## src/rtl/split_pipe_pkg.sv

```systemverilog
// split_pipe shared types: word width, word type, pointer width helper.
// No ports; imported by the interface, FIFO and top.
package split_pipe_pkg;

  localparam int WORD_W = 128;

  typedef logic [WORD_W-1:0] word_t;

  function automatic int ptr_w(input int depth);
    return $clog2(depth);
  endfunction

endpackage

```

## src/rtl/split_pipe_if.sv

```systemverilog
// Guarded enq method: ena (call), v (argument), rdy (guard).
// master calls the method, slave implements it.
interface split_pipe_if;
  import split_pipe_pkg::*;

  logic  ena;
  word_t v;
  logic  rdy;

  modport master (
    output ena,
    output v,
    input  rdy
  );

  modport slave (
    input  ena,
    input  v,
    output rdy
  );

endinterface

```

## src/rtl/split_pipe_fifo.sv

```systemverilog
// Circular buffer for the forward path; sync write, comb head read.
// Ports: CLK, nRST, push/push_data, pop, head, full, empty.
module split_pipe_fifo
  import split_pipe_pkg::*;
#(
  parameter int DEPTH = 4
) (
  input  logic  CLK,
  input  logic  nRST,
  input  logic  push,
  input  word_t push_data,
  input  logic  pop,
  output word_t head,
  output logic  full,
  output logic  empty
);

  localparam int PW = ptr_w(DEPTH);
  localparam int CW = PW + 1;

  word_t          mem [DEPTH];
  logic [PW-1:0]  wr_ptr;
  logic [PW-1:0]  rd_ptr;
  logic [CW-1:0]  count;

  assign head  = mem[rd_ptr];
  assign full  = (count == CW'(DEPTH));
  assign empty = (count == '0);

  always_ff @(posedge CLK) begin
    if (push) mem[wr_ptr] <= push_data;
  end

  always_ff @(posedge CLK or negedge nRST) begin
    if (!nRST) begin
      wr_ptr <= '0;
      rd_ptr <= '0;
      count  <= '0;
    end else begin
      if (push) wr_ptr <= wr_ptr + 1'b1;
      if (pop)  rd_ptr <= rd_ptr + 1'b1;
      case ({push, pop})
        2'b10:   count <= count + 1'b1;
        2'b01:   count <= count - 1'b1;
        default: count <= count;
      endcase
    end
  end

endmodule

```

## src/rtl/split_pipe.sv

```systemverilog
// One enq stream in; route bit clear -> out_enq (comb), set -> FIFO -> forward_enq.
// Ports: CLK, nRST, in_enq (slave), out_enq, forward_enq (masters). Option: SPLIT_PIPE_BYPASS_EN.
module split_pipe
  import split_pipe_pkg::*;
#(
  parameter int DEPTH   = 4,
  parameter int SEL_BIT = 127
) (
  input  logic  CLK,
  input  logic  nRST,
  split_pipe_if.slave  in_enq,
  split_pipe_if.master out_enq,
  split_pipe_if.master forward_enq
);

  logic  fwd_sel;
  logic  push;
  logic  pop;
  logic  byp;
  logic  full;
  logic  empty;
  word_t head;

  assign fwd_sel = in_enq.v[SEL_BIT];

  // Guard depends only on state and downstream ready, never on v;
  // full stalls the direct path too since routing follows acceptance.
  assign in_enq.rdy = out_enq.rdy & ~full;

  assign out_enq.ena = in_enq.ena & ~fwd_sel;
  assign out_enq.v   = in_enq.v;

`ifdef SPLIT_PIPE_BYPASS_EN
  assign byp = empty & forward_enq.rdy & in_enq.ena & fwd_sel;
`else
  assign byp = 1'b0;
`endif

  assign push = in_enq.ena & fwd_sel & ~byp;
  assign pop  = ~empty & forward_enq.rdy;

  assign forward_enq.ena = pop | byp;
  assign forward_enq.v   = byp ? in_enq.v : head;

  split_pipe_fifo #(
    .DEPTH (DEPTH)
  ) u_fifo (
    .CLK       (CLK),
    .nRST      (nRST),
    .push      (push),
    .push_data (in_enq.v),
    .pop       (pop),
    .head      (head),
    .full      (full),
    .empty     (empty)
  );

endmodule

```

## src/flat_wrapper.sv

```systemverilog
// flat-port wrapper written by rule: the top's interface ports become plain ports
module split_pipe_flat import split_pipe_pkg::*;
#(
  parameter int DEPTH   = 4,
  parameter int SEL_BIT = 127
)
  (CLK, nRST, in_enq_ena, in_enq_v, in_enq_rdy, out_enq_ena, out_enq_v, out_enq_rdy, forward_enq_ena, forward_enq_v, forward_enq_rdy);
  split_pipe_if in_enq_i ();
  split_pipe_if out_enq_i ();
  split_pipe_if forward_enq_i ();
  input  logic CLK;
  input  logic nRST;
  input wire logic [$bits(in_enq_i.ena)-1:0] in_enq_ena;
  input wire logic [$bits(in_enq_i.v)-1:0] in_enq_v;
  output wire logic [$bits(in_enq_i.rdy)-1:0] in_enq_rdy;
  output wire logic [$bits(out_enq_i.ena)-1:0] out_enq_ena;
  output wire logic [$bits(out_enq_i.v)-1:0] out_enq_v;
  input wire logic [$bits(out_enq_i.rdy)-1:0] out_enq_rdy;
  output wire logic [$bits(forward_enq_i.ena)-1:0] forward_enq_ena;
  output wire logic [$bits(forward_enq_i.v)-1:0] forward_enq_v;
  input wire logic [$bits(forward_enq_i.rdy)-1:0] forward_enq_rdy;
  assign in_enq_i.ena = in_enq_ena;
  assign in_enq_i.v = in_enq_v;
  assign in_enq_rdy = in_enq_i.rdy;
  assign out_enq_ena = out_enq_i.ena;
  assign out_enq_v = out_enq_i.v;
  assign out_enq_i.rdy = out_enq_rdy;
  assign forward_enq_ena = forward_enq_i.ena;
  assign forward_enq_v = forward_enq_i.v;
  assign forward_enq_i.rdy = forward_enq_rdy;
  split_pipe #(.DEPTH(DEPTH), .SEL_BIT(SEL_BIT)) u_core (.CLK(CLK), .nRST(nRST), .in_enq(in_enq_i), .out_enq(out_enq_i), .forward_enq(forward_enq_i));
endmodule
```

## config.mk

```make
export PLATFORM = sky130hd
export DESIGN_NAME = split_pipe_flat
export DESIGN_NICKNAME = d
export VERILOG_FILES = /design/src/rtl/split_pipe_pkg.sv /design/src/rtl/split_pipe_if.sv /design/src/rtl/split_pipe_fifo.sv /design/src/rtl/split_pipe.sv /design/src/flat_wrapper.sv
export SDC_FILE = /design/constraint.sdc
export NUM_CORES = 1
export LEC_CHECK = 0
export BUFFER_PORTS_ARGS = -buffer_cell sky130_fd_sc_hd__buf_4
export CORE_MARGIN = 3
export CORE_UTILIZATION = 59
export DETAILED_ROUTE_END_ITERATION = 8
export MAX_ROUTING_LAYER = met4
export PLACE_DENSITY_LB_ADDON = 0.1
export SYNTH_ARGS = -nofsm -noshare
export SYNTH_HDL_FRONTEND = slang
export SYNTH_SLANG_ARGS = --single-unit
```

## constraint.sdc

```tcl
create_clock -name CLK -period 10.6 [get_ports CLK]
set_input_delay 1.06 -clock CLK [delete_from_list [all_inputs] [get_ports CLK]]
set_output_delay 1.06 -clock CLK [all_outputs]
set_load 0.01 [all_outputs]
```

== Yosys cells after proc, flatten, opt, wreduce, memory -nomap -nowiden ==
Memory sizes are Yosys's and may differ from the RTL's.
Index checks and enable logic that the tools add are counted.

* Register bits: 7
* Bits in writable memories: 512
* Bits of input ports: 133
* Output and inout port bits: 259
* Logic and storage cells: 23
* Memories kept: 1

{| class="wikitable"
|+ Memory list
! memory !! words !! bits a word !! rd ports !! clocked after memory_dff !! wr ports !! RTL line !! RTL
|-
| u_core.u_fifo.mem || 4 || 128 || 1 || 0 || 1 || split_pipe_fifo.sv:21 || <nowiki>word_t mem [DEPTH];</nowiki>
|}

* Add/sub/neg operators: 4
* Equality and inequality tests: 3
* Multiplexer cells: 3
* Bitwise logic cells: 7
* Reduce and logical (&&, ||, !) cells: 2

{| class="wikitable"
|+ Operator list
! operator !! count
|-
| case mux 3 bit (2 select lines) || 1
|-
| adder 2 x 1 -> 2 bit (second input constant) || 2
|-
| AND 1 bit || 4
|-
| adder 3 x 1 -> 3 bit (second input constant) || 1
|-
| equality test 3 bit (second input constant) || 1
|-
| zero test 3 bit || 1
|-
| inverter 1 bit || 3
|-
| subtractor 3 x 1 -> 3 bit (second input constant) || 1
|-
| equality test 2 x 1 -> 1 bit (second input constant) || 1
|-
| equality test 2 bit (second input constant) || 1
|-
| 2-to-1 mux 1 bit || 2
|-
| nonzero test 2 bit || 1
|}

== Logic depth before layout (Yosys ltp) ==
Gate-level depths: netlist of run 1.

* Depth in word-level cells: 5
* Gate-level depth with buffers: 7
* Gate-level depth less buffers: 7

== Hierarchy ==
Synthesis of run 1 repeated with hierarchy kept, for this count alone.

* Cell total of the unflattened synthesis: 838
* Area, all modules: 19855.3 um^2

{| class="wikitable"
|+ By module, submodules not included
! module !! times used !! cells each !! area an instance (um^2) !! seq. area each (um^2)
|-
| split_pipe_fifo || 1 || 706 || 18865.6 || 15549.9
|-
| split_pipe || 1 || 132 || 989.7 || 0.0
|}

== Least setup slack after synthesis of run 1 ==
Ideal clock, no wire load.

* Path type: input-to-reg
* Start point: input in_enq_v[127]
* End point: memory u_core.u_fifo.mem[0][0] (netlist name) (enable)
* Library setup time: 0.503 ns
* Data arrival time: 4.057 ns
* Data required time: 10.097 ns
* Setup slack: 6.040 ns
* Stages: 1
* Buffers on the path: 0
* Path through: and3_1

* Longest elaborated chain between the ends: 3

{| class="wikitable"
|+ Ends and longest elaborated chain
! item !! RTL line !! RTL
|-
| start: declaration || flat_wrapper.sv:14 || <nowiki>input wire logic [$bits(in_enq_i.v)-1:0] in_enq_v;</nowiki>
|-
| AND 1 bit || split_pipe.sv:39 || <nowiki>assign push = in_enq.ena & fwd_sel & ~byp;</nowiki>
|-
| 2-to-1 mux 1 bit || split_pipe_fifo.sv:31 || <nowiki>if (push) mem[wr_ptr] <= push_data;</nowiki>
|-
| 2-to-1 mux 1 bit (implied by the code) || split_pipe_fifo.sv:31 ||
|-
| end: declaration || split_pipe_fifo.sv:21 ||
|}

Every way passes these cells.

== Final worst setup path of run 1 ==
* Start point: register u_core.u_fifo.rd_ptr[0]
* End point: output forward_enq_v[56]

* Longest elaborated chain between the ends: 1

{| class="wikitable"
|+ Ends and longest elaborated chain
! item !! RTL line !! RTL
|-
| start: declaration || split_pipe_fifo.sv:23 || <nowiki>logic [PW-1:0] rd_ptr;</nowiki>
|-
| start signal: assignment || split_pipe_fifo.sv:41 || <nowiki>if (pop) rd_ptr <= rd_ptr + 1'b1;</nowiki>
|-
| memory read (4 x 128 bit) || - ||
|-
| end: declaration || flat_wrapper.sv:20 || <nowiki>output wire logic [$bits(forward_enq_i.v)-1:0] forward_enq_v;</nowiki>
|}

Every way passes these cells.

==> results of run 1 <==
==> cell type report <==
cell class | instances | area share, %
Inverter | 6 | 0.0940
Clock inverter | 27 | 1.29
Tap cell | 442 | 2.31
Clock buffer | 65 | 5.76
Sequential cell | 519 | 64.9
Timing Repair Buffer | 402 | 12.6
Multi-Input combinational cell | 153 | 13.0
==> synthesized netlist by cell type <==
cell	instances	area share, %
sky130_fd_sc_hd__nor2b_1	1	0.032
sky130_fd_sc_hd__a31oi_1	1	0.032
sky130_fd_sc_hd__fa_1	1	0.10
sky130_fd_sc_hd__buf_4	129	4.9
sky130_fd_sc_hd__buf_2	15	0.38
sky130_fd_sc_hd__ha_1	5	0.32
sky130_fd_sc_hd__buf_6	11	0.62
sky130_fd_sc_hd__nor2_1	1	0.019
sky130_fd_sc_hd__xor2_1	3	0.13
sky130_fd_sc_hd__and3_1	4	0.13
sky130_fd_sc_hd__dfrtp_1	7	0.88
sky130_fd_sc_hd__o31a_1	1	0.044
sky130_fd_sc_hd__mux4_2	128	15
sky130_fd_sc_hd__clkbuf_1	2	0.038
sky130_fd_sc_hd__nand2_1	3	0.057
sky130_fd_sc_hd__inv_1	6	0.11
sky130_fd_sc_hd__mux2_2	1	0.057
sky130_fd_sc_hd__xnor2_1	3	0.13
sky130_fd_sc_hd__edfxtp_1	512	77
sky130_fd_sc_hd__o21ai_0	1	0.025
==> registers in the layout (all words and copies together) (netlist names) <==
signal / flops
u_core.u_fifo.rd_ptr: 2
u_core.u_fifo.count: 3
u_core.u_fifo.mem: 512
u_core.u_fifo.wr_ptr: 2
==> metal layers <==
metal | global-route usage (%) | share of wire (%) | wire length [microns] | up-vias
li1 | - | - | - | 3909
met1 | 27.5 | 38 | 13900 | 4610
met2 | 33.6 | 52 | 19000 | 347
met3 | 4.67 | 7.9 | 2890 | 54
met4 | 5.26 | 2.1 | 770 | 0
met5 | - | 0 | 0 | -
==> final timing paths <==
check | end | slack (ns) | cells after the start
max reg2reg | u_core.u_fifo.mem[1][8]$_DFFE_PP_ | 7.81 | 4
min reg2reg | u_core.u_fifo.count[2]$_DFFE_PN0P_ | 0.50 | 1
max | forward_enq_v[56] | 6.26 | 3
min in group CLK | u_core.u_fifo.count[2]$_DFFE_PN0P_ | 0.50 | 1
max in group asynchronous | u_core.u_fifo.rd_ptr[0]$_DFFE_PN0P_ | 10.13 | 1
min | u_core.u_fifo.rd_ptr[1]$_DFFE_PN0P_ | 0.33 | 1
==> power by group through the flow <==
stage | sequential, mW | clock [mW] | combinational [mW]
5_1_grt | 2.64 | 1.91 | 1.82
6_report | 2.61 | 1.78 | 1.70
2_1_floorplan | 2.59 | 0 | 1.10
3_5_place_dp | 2.66 | 0 | 1.74
4_1_cts | 2.62 | 1.82 | 1.75
3_3_place_gp | 2.65 | 0 | 1.73
==> logic make-up after synthesis <==
group | after synthesis | synth area share, %
compound gates | 3 | 0.101
xor+xnor | 6 | 0.265
fa+ha+maj | 6 | 0.416
buf+inv | 163 | 6.03
flops | 519 | 78.4
mux | 129 | 14.6
simple gates | 9 | 0.233
==> stage by stage <==
stage	hold WS (ns)	util (%)	setup slack (ns)	cells
after CTS	0.306	72.9	6.12	1614
after global placement	0.482	67.7	6.71	1522
after detailed placement	0.489	67.7	6.71	1522
final	0.329	72.9	6.26	1614
after global routing	0.302	72.9	5.93	1614
after floorplan	0.465	-	6.04	835
==> cell usage in the layout (no fill, tap or decap), types with 2 or more instances in the layout <==
cell type                   instances
sky130_fd_sc_hd__edfxtp_1         512
sky130_fd_sc_hd__buf_4            402
sky130_fd_sc_hd__mux4_2           128
sky130_fd_sc_hd__clkbuf_16         51
sky130_fd_sc_hd__clkinv_2          11
sky130_fd_sc_hd__clkbuf_1           9
sky130_fd_sc_hd__bufinv_16          7
sky130_fd_sc_hd__clkinv_1           7
sky130_fd_sc_hd__inv_1              6
sky130_fd_sc_hd__ha_1               5
sky130_fd_sc_hd__clkbuf_8           5
sky130_fd_sc_hd__dfrtp_1            5
sky130_fd_sc_hd__and3_4             4
sky130_fd_sc_hd__nand2_1            3
sky130_fd_sc_hd__xnor2_1            3
sky130_fd_sc_hd__xor2_1             3
sky130_fd_sc_hd__dfrtp_4            2
==> worst max-delay path: stages, from the launching register on <==
cell                      delay (ns)
sky130_fd_sc_hd__dfrtp_4        1.06
sky130_fd_sc_hd__buf_4          0.84
sky130_fd_sc_hd__mux4_2         0.63
sky130_fd_sc_hd__buf_4          0.16
==> results by stage, run 1 <==
Status:
- The flow ran to the end, and the final reports show no timing, DRC or antenna violations.

Floorplan:
- The die covers 0.0359 sq mm.
- 392 I/O pins were placed.
- The horizontal extent of the die is 189 microns.
- The number of cell rows is between 60 and 70.
- The initial core utilization is between 60% and 70%.
- Measured along the y axis, the die boundary spans 189 microns.
- The core region is 0.0329 sq mm.

STA:
- At the pin with the least slew margin, the transition time is roughly 1.0 ns.
- Setup repair after global routing left no endpoint under its margin.
- The clock period could shrink to 4.34 ns.
- The worst slew slack as a fraction of its limit is 31.5%.
- The setup TNS is 0 ns.
- The final max-slew violation count was 0.
- The number of setup violations in the final report is 0.
- The highest clock rate is 231 MHz.
- The share of the cycle needed by the critical path after routing is 40.9%.
- Across the routed clock network, the largest skew measured is 0.00989 ns.
- The number of failing hold endpoints at the final stage was 0.

Clocking:
- The buffer count from post-CTS setup fixing is 0.
- The cell chosen for the clock root is sky130_fd_sc_hd__clkbuf_16.
- The tree built by TritonCTS fans out to 519 sinks.
- The post-CTS resize count is 0.
- TritonCTS built the clock tree.
- Clock latency on the worst-skew pair, taken at its later pin, is between 0.5 and 0.6 ns.
- The deepest clock path buffer count is 3.
- Hold repair after CTS inserted 0 buffers.
- The clock-pin slew on the worst setup and hold paths is 0.06 ns.
- The clock buffer count from CTS is 50.
- The H-tree was split into 2 levels.

Setup path:
- Of all nets on the critical path, the largest fanout is 47.
- The critical path in this run is classified as reg -> out.
- STA classifies the critical path endpoint as an output port.
- The startpoint identified for the worst register-to-register timing path is u_core.u_fifo.wr_ptr[1]$_DFFE_PN0P_.
- The origin of the worst setup path is u_core.u_fifo.rd_ptr[0]$_DFFE_PN0P_.
- The data required time at the worst endpoint is 9.54 ns.
- The worst setup path is launched from a flop.
- The arrival time reported for the critical path endpoint is 3.28 ns.

Power:
- The highest ir drop seen on vdd is 184 uV.
- The switching part of the total is 26.6%.
- The sequential group share of total power is between 40% and 50%.
- In this run the power density over the cells is 254 mW/mm^2.
- Internal power comes to 4.47 mW.
- Power comes to 6.09 mW.
- In this run the static leakage power is 8.45 nW.
- The proportion of power drawn by combinational gates is 27.9%.
- The relative contribution of the clock network to total power is 29.2%.
- The switching power summed over all nets is roughly 1.6 mW.

Cells and area:
- The footprint of the multi-input gates is a little over 0.003 sq mm.
- The post-route cell area is between 0.02 and 0.025 sq mm.
- Compared with the post-synthesis result, the final layout area differs by 20.7%.
- The net total in the final layout is 1271.
- The number of antenna diodes in the final layout is 0.
- Fill cells in the final layout number 1900.
- In the final layout, the share of cells above drive strength 1 is 52.3%.
- The total area of sequential cells is 0.0156 sq mm.

Place:
- The count of input and output buffers is 391.
- The final estimated routing congestion in global placement is between 0.7 and 0.8.
- The half-perimeter wire length of the detailed placement result is 22600 microns.
- After detailed placement, the total cell area comes to 0.0223 sq mm.

Synth:
- In this run the mean area of a mapped cell was 23.8 sq um.
- The summed instance area of the synthesized netlist is 0.0198 sq mm.
- The number of nets in the synthesized netlist is 974.
- The sequential share of the synthesized area is 78.4%.
- The total of flip-flops plus latches after synthesis is 519.
- The post-synthesis instance total is 835.
- The number of distinct library cell variants in the gate-level netlist after synthesis is 20.
- The Yosys warning count is 0.

Job:
- The number of max-capacitance violations reported is 0.

Global route:
- The pin count of the biggest net entering global routing is 66.
- The number of antenna violations at the first check in global routing came to 0.
- For this run the aggregate overflow at the end of global routing stands at 0.
- The total global routing track utilization is 20.8%.
- The number of global-route vias before repair is approximately 9100.
- The wire length of the first global-routing pass is around 55000 microns.

Drt:
- After detailed routing, the number of vias per cell comes to 5.53.
- The via total after detailed routing is 8920.
- The remaining antenna violation count after routing is 0.
- The pre-antenna-repair detailed-routing pass consisted of 7 iterations.
- The routed design has around 37000 microns of wire.
- The remaining routing DRC violations is 0.
- The per-cell routed wire length is 22.6 microns.
- The detailed router finished its first iteration with 516 violations.

Hold path:
- In this run the worst hold path is classified as in -> async.
No activity file was read; power rests on OpenSTA's default activity.
==> run 2: changes to the inputs <==
Settings changed: CORE_UTILIZATION 59 to 55.
Clock period 10.6 ns to 4.06 ns, I/O delays scaled along.
==> run 2 against run 1 <==
Clock skew rose by 0.0032 ns; critical path depth did not move; global-route usage down 0.79 points; routed wire length is 3.1% higher; sequential cell count is the same; power grew to 2.6 times the previous value; via count grew 0.61%; sequential power rose to 2.6 times the previous value; register-to-register slack worse by 5.9 ns; clock-buffer cell count grew 7; final cell count increased by 1.1%.
==> results by stage, run 2 (same netlist as run 1, synthesis figures left out) <==
Place:
- The final estimated routing congestion in global placement is about 0.72.
- Summed over all nets, the half-perimeter wirelength after detailed placement is 23500 microns.
- The placed cell count is 1537.
- The count of input and output buffers is 391.
- The post-placement cell area is ~0.022 sq mm.

Cells and area:
- u_core.u_fifo.mem holds more flip-flops than any other register.
- The footprint of the multi-input gates is 0.00312 sq mm.
- After routing the design area is 0.0240 sq mm.
- The area added between synthesis and finish is 21.1%.
- The library cell used most frequently in the layout, excluding fill and tap cells, is sky130_fd_sc_hd__edfxtp_1.
- The fraction of final layout cells sized beyond drive strength 1 is 51.6%.
- The register with the most flip-flops in the layout has 512 of them.
- In the layout the commonest cells are 512 x sky130_fd_sc_hd__edfxtp_1, 397 x sky130_fd_sc_hd__buf_4, 128 x sky130_fd_sc_hd__mux4_2.
- In the final layout, the registers with the most flip-flops are u_core.u_fifo.mem: 512 flops, u_core.u_fifo.count: 3 flops.
- The total of fill cells in the finished design is 2177.
- At the end of the flow, the number of nets in the layout was ~1300.
- The non-filler instance count after layout is 1632.
- The total area of sequential cells is 0.0156 sq mm.

Drt:
- After the first detailed-routing iteration, the DRC count stood at 517.
- The per-cell routed wire length is approximately 23 microns.
- The remaining routing DRC violations is 0.
- The final route contains 8974 vias.
- The remaining antenna violation count after routing is 0.
- The routed wire length is 37700 microns.
- The average via count per standard cell is around 5.5.
- The first-pass detailed-route iteration total is 5.

Status:
- The run finished with clean final reports.

STA:
- The number of failing hold endpoints at the final stage is 0.
- Setup repair after global routing left no endpoint under its margin.
- Setup violations remaining at the end of the flow were counted as 0.
- The highest clock rate is roughly 330 MHz.
- Measured against its own limit, the worst slew margin works out to 52.7%.
- For the pin with the worst max-slew slack, the measured transition is 0.710 ns.
- For the finished layout, the period the worst path requires is about 3.0 ns.
- The share of the cycle needed by the critical path after routing is 74.4%.
- The final max-slew violation count is 0.
- The largest clock skew in the final design is approximately 0.013 ns.
- After routing, the total negative slack on setup checks comes to 0 ns.

Clocking:
- The insertion delay to the later sink of the worst-skew pair is approximately 0.54 ns.
- The buffer count from post-CTS setup fixing is 0.
- The root buffer cell chosen for the clock tree is sky130_fd_sc_hd__clkbuf_16.
- The number of levels in the clock H-tree is 2.
- Clock-pin slew was measured on the worst setup and hold paths at 0.06 ns.
- The clock buffer count from CTS is 51.
- The TritonCTS clock tree is built.
- The total clock sinks is 519.
- The post-CTS resize count is 0.
- The clock passes through at most 3 buffers.

Power:
- The highest ir drop seen on vdd is about 490 uV.
- In this run, the clock network consumes 28.7% of the power.
- The ratio of total power to cell area is about 660 mW/mm^2.
- The internal power of the cells totals 11.6 mW.
- The sequential group share of total power is 42.7%.
- Combinational logic burns 28.6% of the power.
- The leakage power summed over all cells is 8.45 nW.
- The analysis attributes to net switching a power of around 4.3 mW.
- In this run switching power makes up 26.8% of total power.

Setup path:
- Data arrives at the worst endpoint at 2.61 ns.
- The endpoint type of the worst setup path is an output port.
- The biggest cell delay along the critical path is ~0.79 ns.
- Among all stages on the critical path, the largest delay is contributed by sky130_fd_sc_hd__dfrtp_4.
- The maximum fanout along the worst path is 56.
- The nature of the critical path startpoint is a flop.
- The category of cells accounting for the largest share of critical-path delay is flip-flops.
- Walking the worst path, the cells encountered are buf_12 > mux4_2 > buf_4.
- At the worst endpoint, the required time is 3.65 ns.
- The number of buffers and inverters on the critical path is 2.
- By startpoint and endpoint, the worst setup path is classified as reg -> out.

Floorplan:
- Measured along the x axis, the die boundary spans 196 microns.
- The die outline height is 196 microns.
- The initial core utilization is approximately 57%.
- The die area is 0.0384 sq mm.
- The number of cell rows is 68.
- The core box area is 0.0351 sq mm.
- Pin placement for this block handled between 300 and 400 I/O pins.

Global route:
- The first global-routing pass estimated between 50000 and 60000 microns of wire.
- For this run the aggregate overflow at the end of global routing stands at 0.
- Entering global routing, the biggest net connects 68 pins.
- The number of global-route vias before repair was 9346.
- The number of antenna violations at the first check in global routing is 1.
- Global routing used 20.0% of the available tracks.

Job:
- The number of max-capacitance violations reported is 0.

Hold path:
- The worst hold-check path type is in -> reg.
## run 2: cell types whose count changed in the layout (fill, tap and decap cells not counted)
cell,previous run,this run
sky130_fd_sc_hd__buf_4,402,397
sky130_fd_sc_hd__clkbuf_1,9,17
sky130_fd_sc_hd__diode_2,0,1
sky130_fd_sc_hd__buf_12,0,7
sky130_fd_sc_hd__clkinv_4,1,0
sky130_fd_sc_hd__clkinv_1,7,8
sky130_fd_sc_hd__bufinv_16,7,5
sky130_fd_sc_hd__inv_6,1,0
sky130_fd_sc_hd__clkbuf_16,51,53
sky130_fd_sc_hd__dlygate4sd3_1,0,1
sky130_fd_sc_hd__clkinv_2,11,8
sky130_fd_sc_hd__clkbuf_8,5,2
## run 2: worst reg2reg max path, delay by kind of cell (launching register included)
| family | cells | cell delay (ns) |
|---|---|---|
| and+or+nand+nor | 1 | 0.48 |
| adders and majority gates | 1 | 0.15 |
| DFF | 1 | 0.43 |
| buffers and inverters | 2 | 0.73 |
## run 2: power groups by stage
stage          registers (mW)  clock network (mW)  logic, mW
2_1_floorplan            6.73                   0       2.88
3_3_place_gp             6.89                   0       4.65
3_5_place_dp             6.91                   0       4.67
4_1_cts                  6.81                4.66       4.68
5_1_grt                  6.85                4.88       4.88
6_report                 6.79                4.56       4.54
## run 2: final timing paths
check / cells past startpoint / endpoint / slack (ns) / start
max in group asynchronous: 2 / u_core.u_fifo.rd_ptr[0]$_DFFE_PN0P_ / 3.68 / nRST
setup / recovery: 3 / forward_enq_v[43] / 1.04 / u_core.u_fifo.rd_ptr[0]$_DFFE_PN0P_
hold / removal: 1 / u_core.u_fifo.mem[0][104]$_DFFE_PP_ / 0.07 / in_enq_v[104]
setup reg to reg: 4 / u_core.u_fifo.mem[0][47]$_DFFE_PP_ / 1.88 / u_core.u_fifo.wr_ptr[0]$_DFFE_PN0P_
hold reg to reg: 1 / u_core.u_fifo.count[0]$_DFFE_PN0P_ / 0.51 / u_core.u_fifo.count[0]$_DFFE_PN0P_
min in group asynchronous: 2 / u_core.u_fifo.count[0]$_DFFE_PN0P_ / 0.24 / nRST
## run 2: area by class of cell
type / count / share of cell area [%]
flip-flops and latches: 519 / 64.7
repair buffers: 405 / 13.0
multi-input cells: 153 / 13.0
clock buffers: 72 / 5.90
well taps: 455 / 2.37
clock inverters: 21 / 0.916
inverters: 6 / 0.0937
diodes: 1 / 0.0104
## run 2: metrics by stage
step                      hold WS, ns  power [mW]  util [%]  setup slack (ns)
after floorplan                 0.110        9.61         -            0.0388
after global placement          0.225        11.5      63.9              1.53
after detailed placement        0.228        11.6      63.9              1.54
after CTS                      0.0451        16.2      68.6             0.955
after global routing           0.0502        16.6      68.6             0.847
final                          0.0726        15.9      68.6              1.04
## run 2: what timing repair did
| item | in CTS | in global routing |
|---|---|---|
| hold endpoints to repair | 7 | 0 |
| hold buffers | 1 | 0 |
| endpoints found under the setup margin | 0 | 0 |
## run 2: layer usage
layer	part of all wire, %	routed length (microns)	GRT usage, %
met5	0	0	-
met4	1.8	684	4.52
met3	7.3	2750	4.26
met2	52	19600	33.3
met1	39	14600	25.8
==> run 3: changes to the inputs <==
Clock period 4.06 ns to 3.2 ns, I/O delays scaled along.
==> run 3 against run 2 <==
Global-route usage up 1.1 points; clock-buffer cell count unchanged; critical path depth unchanged; clock skew down 0.0042 ns; sequential cell count unchanged; die area unchanged; utilization up 3.7 points; sequential power up 26%; hold slack worse by 0.017 ns; combinational power up 35%; final area up 5.4%; power up 26%; critical path type unchanged.
==> results by stage, run 3 (same netlist as run 1, synthesis figures left out) <==
Setup path:
- The maximum fanout along the worst path is 28.
- The category of cells accounting for the largest share of critical-path delay is flip-flops.
- The endpoint type of the worst setup path is an output port.
- The critical path runs through a total of 3 cells.
- The capture point of the critical path is forward_enq_v[67].
- The worst flop-to-flop path endpoint is u_core.u_fifo.mem[1][79]$_DFFE_PP_.
- In this run the worst setup path begins at u_core.u_fifo.rd_ptr[0]$_DFFE_PN0P_.
- The number of buffers and inverters on the critical path is 2.
- The cell at the slowest stage of the critical path is sky130_fd_sc_hd__dfrtp_4.
- STA classifies the critical path startpoint as a flop.
- The signal on the critical path passes through buf_12 > mux4_2 > buf_4.
- The count of cells along the worst register-to-register path is 4.
- The critical path start-end classification is reg -> out.
- Across all register-to-register paths, the minimum setup slack is 1.23 ns.
- In this run the critical register-to-register path is launched from u_core.u_fifo.wr_ptr[1]$_DFFE_PN0P_.
- The arrival time reported for the critical path endpoint is 2.43 ns.
- The largest single stage delay on the critical path is just over 0.8 ns.
- Data on the critical path is required at its endpoint by 2.88 ns.

Clocking:
- Post-CTS repair changed the size of 0 cells.
- The total clock sinks is slightly above 500.
- The number of setup buffers added after CTS is 0.
- CTS placed an instance of sky130_fd_sc_hd__clkbuf_16 at the clock tree root.
- In this run, post-CTS hold repair placed 128 buffers.
- For the worst-skew pair, the clock arrives at the later sink with an insertion delay of 0.55 ns.
- Clock-pin slew was measured on the worst setup and hold paths at about 0.060 ns.
- The clock buffer count from CTS is 50.
- The TritonCTS clock tree is built.
- The deepest clock path buffer count is 3.
- The number of levels in the clock H-tree is 2.

Floorplan:
- For this configuration, the core starts out at a cell density of 56.6%.
- During I/O placement, the number of pins put on the boundary was 392.
- In this run the core area contains 68 standard-cell rows.
- The die area is 0.0384 sq mm.
- The floorplan step set the die height to about 200 microns.
- The core box area is 0.0351 sq mm.
- The horizontal extent of the die is 196 microns.

Cells and area:
- The finished cells cover 0.0253 sq mm.
- The net total in the final layout is 1408.
- Counting flops per register, the top entry is u_core.u_fifo.mem.
- The total of fill cells in the finished design is 2045.
- The largest registers in the layout are u_core.u_fifo.mem: 512 flops, u_core.u_fifo.count: 3 flops.
- The area added between synthesis and finish is 27.6%.
- In the layout the commonest cells are 512 x sky130_fd_sc_hd__edfxtp_1, 396 x sky130_fd_sc_hd__buf_4, 128 x sky130_fd_sc_hd__mux4_2, 128 x sky130_fd_sc_hd__dlygate4sd3_1, 53 x sky130_fd_sc_hd__clkbuf_16.
- The register with the most flip-flops in the layout has roughly 510 of them.
- The fraction of final layout cells sized beyond drive strength 1 is 46.4%.
- The commonest non-fill, non-tap cell in the layout is sky130_fd_sc_hd__edfxtp_1.

Power:
- In this run switching power makes up 27.1% of total power.
- The clock network burns 26.7% of the power.
- The analysis attributes to cell leakage a power of 8.98 nW.
- The internal power of the cells totals 14.6 mW.
- The sequential group share of total power is 42.8%.
- The highest ir drop seen on vdd is between 600 and 700 uV.
- Power spread over the standard cell area amounts to approximately 800 mW/mm^2.
- The analysis attributes to net switching a power of between 5 and 6 mW.
- Combinational logic is responsible for 30.5% of the overall power.

STA:
- The largest clock skew in the final design is between 0.008 and 0.009 ns.
- The clock period could shrink to ~2.8 ns.
- The highest clock rate is 363 MHz.
- Setup repair after global routing left no endpoint under its margin.
- The final max-slew violation count is 0.
- The share of the cycle needed by the critical path after routing is 86.0%.
- At the pin with the least slew margin, the transition time is about 0.68 ns.
- Measured against its own limit, the worst slew margin works out to a little over half.
- The number of failing hold endpoints at the final stage was 0.
- The number of setup violations in the final report is 0.
- Adding up every negative setup slack in the final design gives 0 ns.

Global route:
- The number of antenna violations at the first check in global routing came to 1.
- Global routing used 21.1% of the available tracks.
- The number of global-route vias before repair is 10300.
- The remaining global-route overflow is 0.
- The pin count of the biggest net entering global routing is 76.
- The first global-routing pass estimated roughly 60000 microns of wire.

Status:
- The flow ran to the end, and the final reports show no timing, DRC or antenna violations.

Drt:
- The per-cell routed wire length is 22.2 microns.
- Using the TritonRoute via totals, the vias-per-cell ratio works out to 5.40.
- The starting DRC count in detailed routing is 448.
- The first-pass detailed-route iteration total is 6.
- Wires add up to roughly 39000 microns.
- In the routed design, unresolved DRC markers number 0.
- For this block, the via count after detailed routing is 9523.
- The remaining antenna violation count after routing is 0.

Place:
- After legalization and detailed placement, the total HPWL measured between 20000 and 25000 microns.
- The congestion estimate from routability-driven global placement came to 0.687.
- The post-placement cell area is 0.0225 sq mm.
- The count of input and output buffers is 391.

Hold path:
- In this run the worst hold path is classified as in -> reg.
- Counting instances, the worst hold path has a depth of 1.

Job:
- Across the run, the number of max-cap violations was 0.
==> run 3: layout make-up <==
type                    count  area (sq um)  share of cell area (%)
multi-input cells         153          3120                    12.3
well taps                 455           569                    2.25
clock inverters            19           106                   0.420
inverters                   6          22.5                  0.0889
flip-flops and latches    519         15600                    61.4
diodes                      1          2.50                 0.00988
repair buffers            539          4550                    18.0
clock buffers              72          1400                    5.52
==> run 3: how the worst min path moves through the flow <==
stage,end,from
CTS,u_core.u_fifo.mem[1][127]$_DFFE_PP_,in_enq_v[127]
floorplan,u_core.u_fifo.count[0]$_DFFE_PN0P_,nRST
global placement,u_core.u_fifo.count[2]$_DFFE_PN0P_,nRST
finish,u_core.u_fifo.mem[0][127]$_DFFE_PP_,in_enq_v[127]
global route,u_core.u_fifo.mem[0][127]$_DFFE_PP_,in_enq_v[127]
detailed placement,u_core.u_fifo.count[2]$_DFFE_PN0P_,nRST
==> run 3: through the flow <==
stage	hold slack [ns]	utilization (%)	cells	total power, mW	worst slack (ns)
final	0.0558	72.2	1764	20.1	0.448
after global routing	0.0344	72.2	1764	21.0	0.275
after CTS	0.0246	72.2	1763	20.4	0.371
after detailed placement	0.139	64.3	1544	14.9	0.989
after global placement	0.141	64.3	1544	14.8	0.991
after floorplan	0.0244	-	835	12.2	0.541
==> run 3: per-layer routing <==
metal | vias to the layer above | track usage (%) | wire, microns
met5 | - | - | 0
met4 | 0 | 5.36 | 710
met3 | 54 | 4.93 | 2530
met2 | 285 | 35.3 | 20400
met1 | 4994 | 26.6 | 15500
li1 | 4190 | - | -
==> run 3: power groups by stage <==
stage                     Sequential (mW)  Combinational (mW)  Clock, mW
after CTS                            8.59                6.27       5.52
after floorplan                      8.52                3.65          0
after global routing                 8.65                6.56       5.78
after global placement               8.70                6.11          0
after detailed placement             8.72                6.13          0
final                                8.57                6.12       5.36
